**config.mk**
```make
export PLATFORM = sky130hd
export DESIGN_NAME = mux2_arbiter
export DESIGN_NICKNAME = d
export VERILOG_FILES = /design/src/rtl/mux2_arbiter.sv
export SDC_FILE = /design/constraint.sdc
export NUM_CORES = 1
export LEC_CHECK = 0
export ABC_AREA = 1
export CORE_ASPECT_RATIO = 1.1
export CORE_UTILIZATION = 25
export DETAILED_ROUTE_END_ITERATION = 16
export PLACE_DENSITY = 0.6
export SLEW_MARGIN = 20
export SYNTH_ARGS = -nofsm -noshare
export SYNTH_HDL_FRONTEND = slang
export SYNTH_SLANG_ARGS = --single-unit
export TNS_END_PERCENT = 50
```
**constraint.sdc**
```tcl
create_clock -name clk -period 1.62 [get_ports clk]
set_input_delay 0.324 -clock clk [delete_from_list [all_inputs] [get_ports clk]]
set_output_delay 0.324 -clock clk [all_outputs]
set_load 0.005 [all_outputs]
```
**src/rtl/mux2_arbiter.sv**
```systemverilog
// Two-requester round-robin arbiter sharing one inverting 2:1 mux, with a
// single-entry registered output stage. Define MUX2_ARB_BURST_EN for burst locking.
module mux2_arbiter #(
  parameter int WIDTH     = 8,
  parameter int MAX_BURST = 4
) (
  input  logic             clk,
  input  logic             rst,
  input  logic             in1_valid,
  input  logic [WIDTH-1:0] in1_data,
  input  logic             in1_last,
  output logic             in1_ready,
  input  logic             in2_valid,
  input  logic [WIDTH-1:0] in2_data,
  input  logic             in2_last,
  output logic             in2_ready,
  output logic             out_valid,
  output logic [WIDTH-1:0] out_data,
  input  logic             out_ready,
  output logic             mux_sel
);

  // Handshake: a beat moves on a port in any cycle where its valid and ready
  // are both high at the rising edge; ready never depends on data.
  logic             load_en;
  logic             grant_valid;
  logic             grant_sel;
  logic             last_q;      // last-served requester: 0 = in1, 1 = in2
  logic             sel_q;
  logic             rr_sel;
  logic             xfer;
  logic [WIDTH-1:0] mux_out;

  assign load_en = ~out_valid | out_ready;
  assign rr_sel  = (in1_valid & in2_valid) ? ~last_q : in2_valid;

`ifdef MUX2_ARB_BURST_EN
  localparam int CW = $clog2(MAX_BURST + 1);

  typedef enum logic {OPEN, LOCKED} lock_t;

  lock_t         lock_q, lock_d;
  logic          owner_q, owner_d;
  logic [CW-1:0] cnt_q, cnt_d;
  logic          xfer_last;

  assign xfer_last = mux_sel ? in2_last : in1_last;

  always_comb begin
    grant_valid = 1'b0;
    grant_sel   = sel_q;
    if (!rst) begin
      if (lock_q == LOCKED) begin
        grant_valid = owner_q ? in2_valid : in1_valid;
        grant_sel   = owner_q;
      end else begin
        grant_valid = in1_valid | in2_valid;
        grant_sel   = rr_sel;
      end
    end
  end

  always_ff @(posedge clk or posedge rst) begin
    if (rst) begin
      lock_q  <= OPEN;
      owner_q <= 1'b0;
      cnt_q   <= '0;
    end else begin
      lock_q  <= lock_d;
      owner_q <= owner_d;
      cnt_q   <= cnt_d;
    end
  end

  // A single-beat limit can never lock, so OPEN is kept when MAX_BURST is 1.
  always_comb begin
    lock_d  = lock_q;
    owner_d = owner_q;
    cnt_d   = cnt_q;
    if (xfer) begin
      if (lock_q == OPEN) begin
        if (!xfer_last && MAX_BURST > 1) begin
          lock_d  = LOCKED;
          owner_d = mux_sel;
          cnt_d   = CW'(1);
        end
      end else if (xfer_last || (cnt_q + CW'(1)) == CW'(MAX_BURST)) begin
        lock_d = OPEN;
        cnt_d  = '0;
      end else begin
        cnt_d = cnt_q + CW'(1);
      end
    end
  end
`else
  logic unused_last;
  assign unused_last = in1_last ^ in2_last;

  always_comb begin
    grant_valid = 1'b0;
    grant_sel   = sel_q;
    if (!rst) begin
      grant_valid = in1_valid | in2_valid;
      grant_sel   = rr_sel;
    end
  end
`endif

  assign mux_sel   = grant_valid ? grant_sel : sel_q;
  assign mux_out   = mux_sel ? ~in2_data : ~in1_data;
  assign in1_ready = load_en & grant_valid & ~mux_sel & in1_valid;
  assign in2_ready = load_en & grant_valid & mux_sel & in2_valid;
  assign xfer      = in1_ready | in2_ready;

  // Pointer reset to in2 so in1 wins the first contention.
  always_ff @(posedge clk or posedge rst) begin
    if (rst) begin
      out_valid <= 1'b0;
      out_data  <= '0;
      last_q    <= 1'b1;
      sel_q     <= 1'b0;
    end else begin
      sel_q <= mux_sel;
      if (xfer) begin
        out_data  <= ~mux_out;
        out_valid <= 1'b1;
        last_q    <= mux_sel;
      end else if (out_ready) begin
        out_valid <= 1'b0;
      end
    end
  end

endmodule

```
==> results <==
- The run finished with clean final reports.
- In this run the core area contains 18 standard-cell rows.
- The synthesis warning total is 0.
- Entering global routing, the biggest net connects 11 pins.
- The biggest area contributor in the post-synthesis netlist is sky130_fd_sc_hd__dfrtp_1.
- In this run the worst hold path is classified as in -> async.
- The number of enable flip-flop cells after synthesis is 0.
- After detailed routing, the number of remaining DRC violations is 0.
- The top cell type by area accounts for between 30% and 40% of the synthesized area.
- Ranked by instance count, the synthesized netlist is headed by sky130_fd_sc_hd__nand2_1, sky130_fd_sc_hd__inv_1, sky130_fd_sc_hd__nand3_1, sky130_fd_sc_hd__dfrtp_1.
- The mean cell area of the mapped netlist is around 7.5 µm².
- After clock tree synthesis, the flow added hold-fix buffers numbering 0.
- The max-slew violation total from the final report came to 0.
- Among all cell types in the netlist, the one instantiated most often is sky130_fd_sc_hd__nand2_1.
- Of the available clock period, the critical path in the final layout requires 96.1%.
- The sequential cells in the finished layout cover a total of between 200 and 300 µm².
- The die area is ~2800 µm².
- The net total in the final layout is 159.
- Summing all multi-input logic gate instances after layout gives 289 µm².
- For this run, asynchronously set or reset flops after synthesis account for 100%.
- The arrival time of data at the critical path endpoint is around 1200 ps.
- The leakage power of the design is roughly 0.60 nW.
- The y dimension of the die is 55.2 µm.
- The predominant post-synthesis flop cell is sky130_fd_sc_hd__dfrtp_1.
- At the end of routability-driven placement, the weighted congestion stood at between 0.7 and 0.8.
- The largest individual stage delay along the critical path comes from the cell sky130_fd_sc_hd__dfstp_2.
- Traced cell by cell, the critical path runs through nand2_2 -> nand3_4 -> buf_12 -> nand2_4 -> buf_2.
- The number of vias per cell is around 4.2.
- After clock tree synthesis, the clock-pin slew on the worst setup and hold paths is approximately 70 ps.
- For this run the aggregate overflow at the end of global routing stands at 0.
- Setup repair after global routing left no endpoint under its margin.
- The worst-case IR drop observed on VDD is ~0.00052 V.
- Sequential cells were found to cover between 40% and 50% of the synthesized design area.
- Detailed routing inserted a total of just under 700 vias.
- The critical path capture point type is an output pin.
- Synthesis handed over a netlist of 86 instances.
- The worst hold slack across all endpoints is 224 ps.
- Wires add up to 1.64 mm.
- Summed over all nets, the half-perimeter wirelength after detailed placement is 1.28 mm.
- The floorplan step set the die width to around 50 µm.
- The starting DRC count in detailed routing is 5.
- The final-report hold violation count came to 0.
- The cell area after synthesis is between 600 and 700 µm².
- The largest fanout on the critical path is 3.
- The number of top-level pins is 35.
- The power density of the placed cells is 816 nW/µm².
- The fill cell total of the finished layout is approximately 250.
- The critical path contains buffers and inverters numbering 2 combined.
- For the worst-skew pair, the clock arrives at the later sink with an insertion delay of between 200 and 300 ps.
- The worst setup path is launched from a register.
- The post-route netlist has roughly 23% of its cells at a drive strength greater than 1.
- The area growth from synthesis to layout is 75.3%.
- The TritonCTS clock tree is done.
- The first detailed-routing pass took 4 iterations.
- Between clock sinks in the finished design, the worst skew comes to between 3 and 4 ps.
- The clock buffer count from CTS is 3.
- The residual antenna-violating net count after detailed routing is 0.
- CTS saw 11 sinks.
- Global routing used between 10% and 20% of the available tracks.
- The tree is rooted in a sky130_fd_sc_hd__clkbuf_4.
- The number of diodes is 0.
- At the worst endpoint, the required time is 1300 ps.
- The worst-case headroom to the max-slew limit is 86.4%.
- In the final routed layout, each cell accounts on average for roughly 9.9 µm.
- The setup violation total in the final timing report is 0.
- Broken down by cell family, the worst path's largest delay share belongs to flip-flops.
- The via count of the first global-routing pass is ~640.
- Counting flops and latches in the post-synthesis netlist gives 11.
- The buffer levels on the longest clock path is 2.
- The total core area is ~2300 µm².
- The biggest cell delay along the critical path is roughly 550 ps.
- The global-route wire length before repair is 2.68 mm.
- By area the synthesized netlist is led by sky130_fd_sc_hd__dfrtp_1, sky130_fd_sc_hd__nand2_1, sky130_fd_sc_hd__nand3_1, sky130_fd_sc_hd__inv_1, sky130_fd_sc_hd__dfstp_2.
- Adding up every negative setup slack in the final design gives 0 ps.
- The initial utilization of the core area, before any placement, comes to between 20 and 30%.
- The number of maximum-capacitance constraint violations is 0.
- The synthesized netlist net count is 109.
- Synthesis instantiated 15 different standard cells from the library.
- The number of buffer cells added on primary ports is 32.
- The slew at the pin with the worst max-slew slack is ~200 ps.
- The initial antenna violation count is 0.
- The shortest period the worst path allows is roughly 1600 ps.
- The CTS H-tree depth is 1.
- The achievable frequency is 0.642 GHz.
- The post-placement setup slack is -399 ps.
- Setup slack closes at around 63 ps.
- The worst setup path category is reg -> out.
- The power consumption is 0.920 mW.
[sequential cells by signal, summed over array words and instances (netlist names)]
| signal | flops |
|---|---|
| out_data | 8 |
| out_valid | 1 |
| sel_q | 1 |
| last_q | 1 |
[area by class of cell]
| class | count | area share (%) |
|---|---|---|
| sequential | 11 | 24.5 |
| timing repair buffer | 46 | 37.1 |
| tap | 30 | 3.33 |
| multi-input combinational | 54 | 25.6 |
| inverter | 20 | 7.10 |
| clock buffer | 4 | 2.33 |
[worst paths after layout]
kind	start	endpoint	slack (ps)	cells past startpoint
hold reg to reg	out_data[3]$_DFFE_PP0P_	out_data[3]$_DFFE_PP0P_	480	2
setup reg to reg	last_q$_DFFE_PP1P_	out_data[7]$_DFFE_PP0P_	370	7
setup / recovery	last_q$_DFFE_PP1P_	mux_sel	60	5
hold / removal	rst	out_data[7]$_DFFE_PP0P_	220	3
min in group clk	out_ready	out_valid$_DFFE_PP0P_	380	2
max in group asynchronous	rst	last_q$_DFFE_PP1P_	1200	3
[per-stage QoR]
stage          util, %  area [µm²]  cells
6_report          48.1        1130    165
5_1_grt           48.1        1130    165
4_1_cts           48.6        1140    165
3_5_place_dp      46.3        1080    159
3_3_place_gp      46.3        1080    159
2_1_floorplan        -         643     86
[power breakdown]
group / switching (mW) / leakage [nW] / total, mW / internal (mW)
sequential: 0.0353 / 0.132 / 0.370 / 0.335
clock: 0.0944 / 0.0150 / 0.190 / 0.0952
combinational: 0.146 / 0.454 / 0.360 / 0.214
total: 0.276 / 0.600 / 0.920 / 0.644
[cell families after synthesis]
family | Yosys count | share of synthesized area (%)
simple gates | 51 | 39.3
flops | 11 | 43.0
compound gates | 3 | 4.09
buf+inv | 21 | 13.6
[repair_timing]
| action | in CTS | in global routing |
|---|---|---|
| gates resized for setup | 14 | 2 |
| cloned | 0 | 0 |
| endpoints found under the setup margin | 3 | 2 |
| pin swaps | 0 | 0 |
| buffers inserted | 2 | 0 |
[layer usage]
metal | wire length (µm) | global-route usage, % | part of all wire (%)
met5 | 0 | 0 | 0
met2 | 787 | 23.8 | 48
met1 | 717 | 15.8 | 44
met3 | 124 | 4.64 | 7.6
met4 | 11 | 5.56 | 0.67
[cell usage in the layout (no fill, tap or decap), types with 2 or more instances in the layout]
cell type / n
sky130_fd_sc_hd__clkbuf_4: 3
sky130_fd_sc_hd__dlygate4sd2_1: 4
sky130_fd_sc_hd__inv_1: 18
sky130_fd_sc_hd__buf_4: 13
sky130_fd_sc_hd__nand3_4: 2
sky130_fd_sc_hd__clkdlybuf4s50_1: 25
sky130_fd_sc_hd__dfrtp_1: 10
sky130_fd_sc_hd__nand2_4: 2
sky130_fd_sc_hd__o21ai_1: 2
sky130_fd_sc_hd__nand2_1: 25
sky130_fd_sc_hd__inv_4: 2
sky130_fd_sc_hd__nand3_1: 17
sky130_fd_sc_hd__clkbuf_2: 2
sky130_fd_sc_hd__nor2_1: 2
sky130_fd_sc_hd__nand2_2: 2
[worst min-delay path, stage by stage]
cell and delay (ps):
sky130_fd_sc_hd__dlygate4sd2_1 260, sky130_fd_sc_hd__inv_4 100, sky130_fd_sc_hd__buf_4 140
Note: power is estimated with default switching activity, not from simulation.
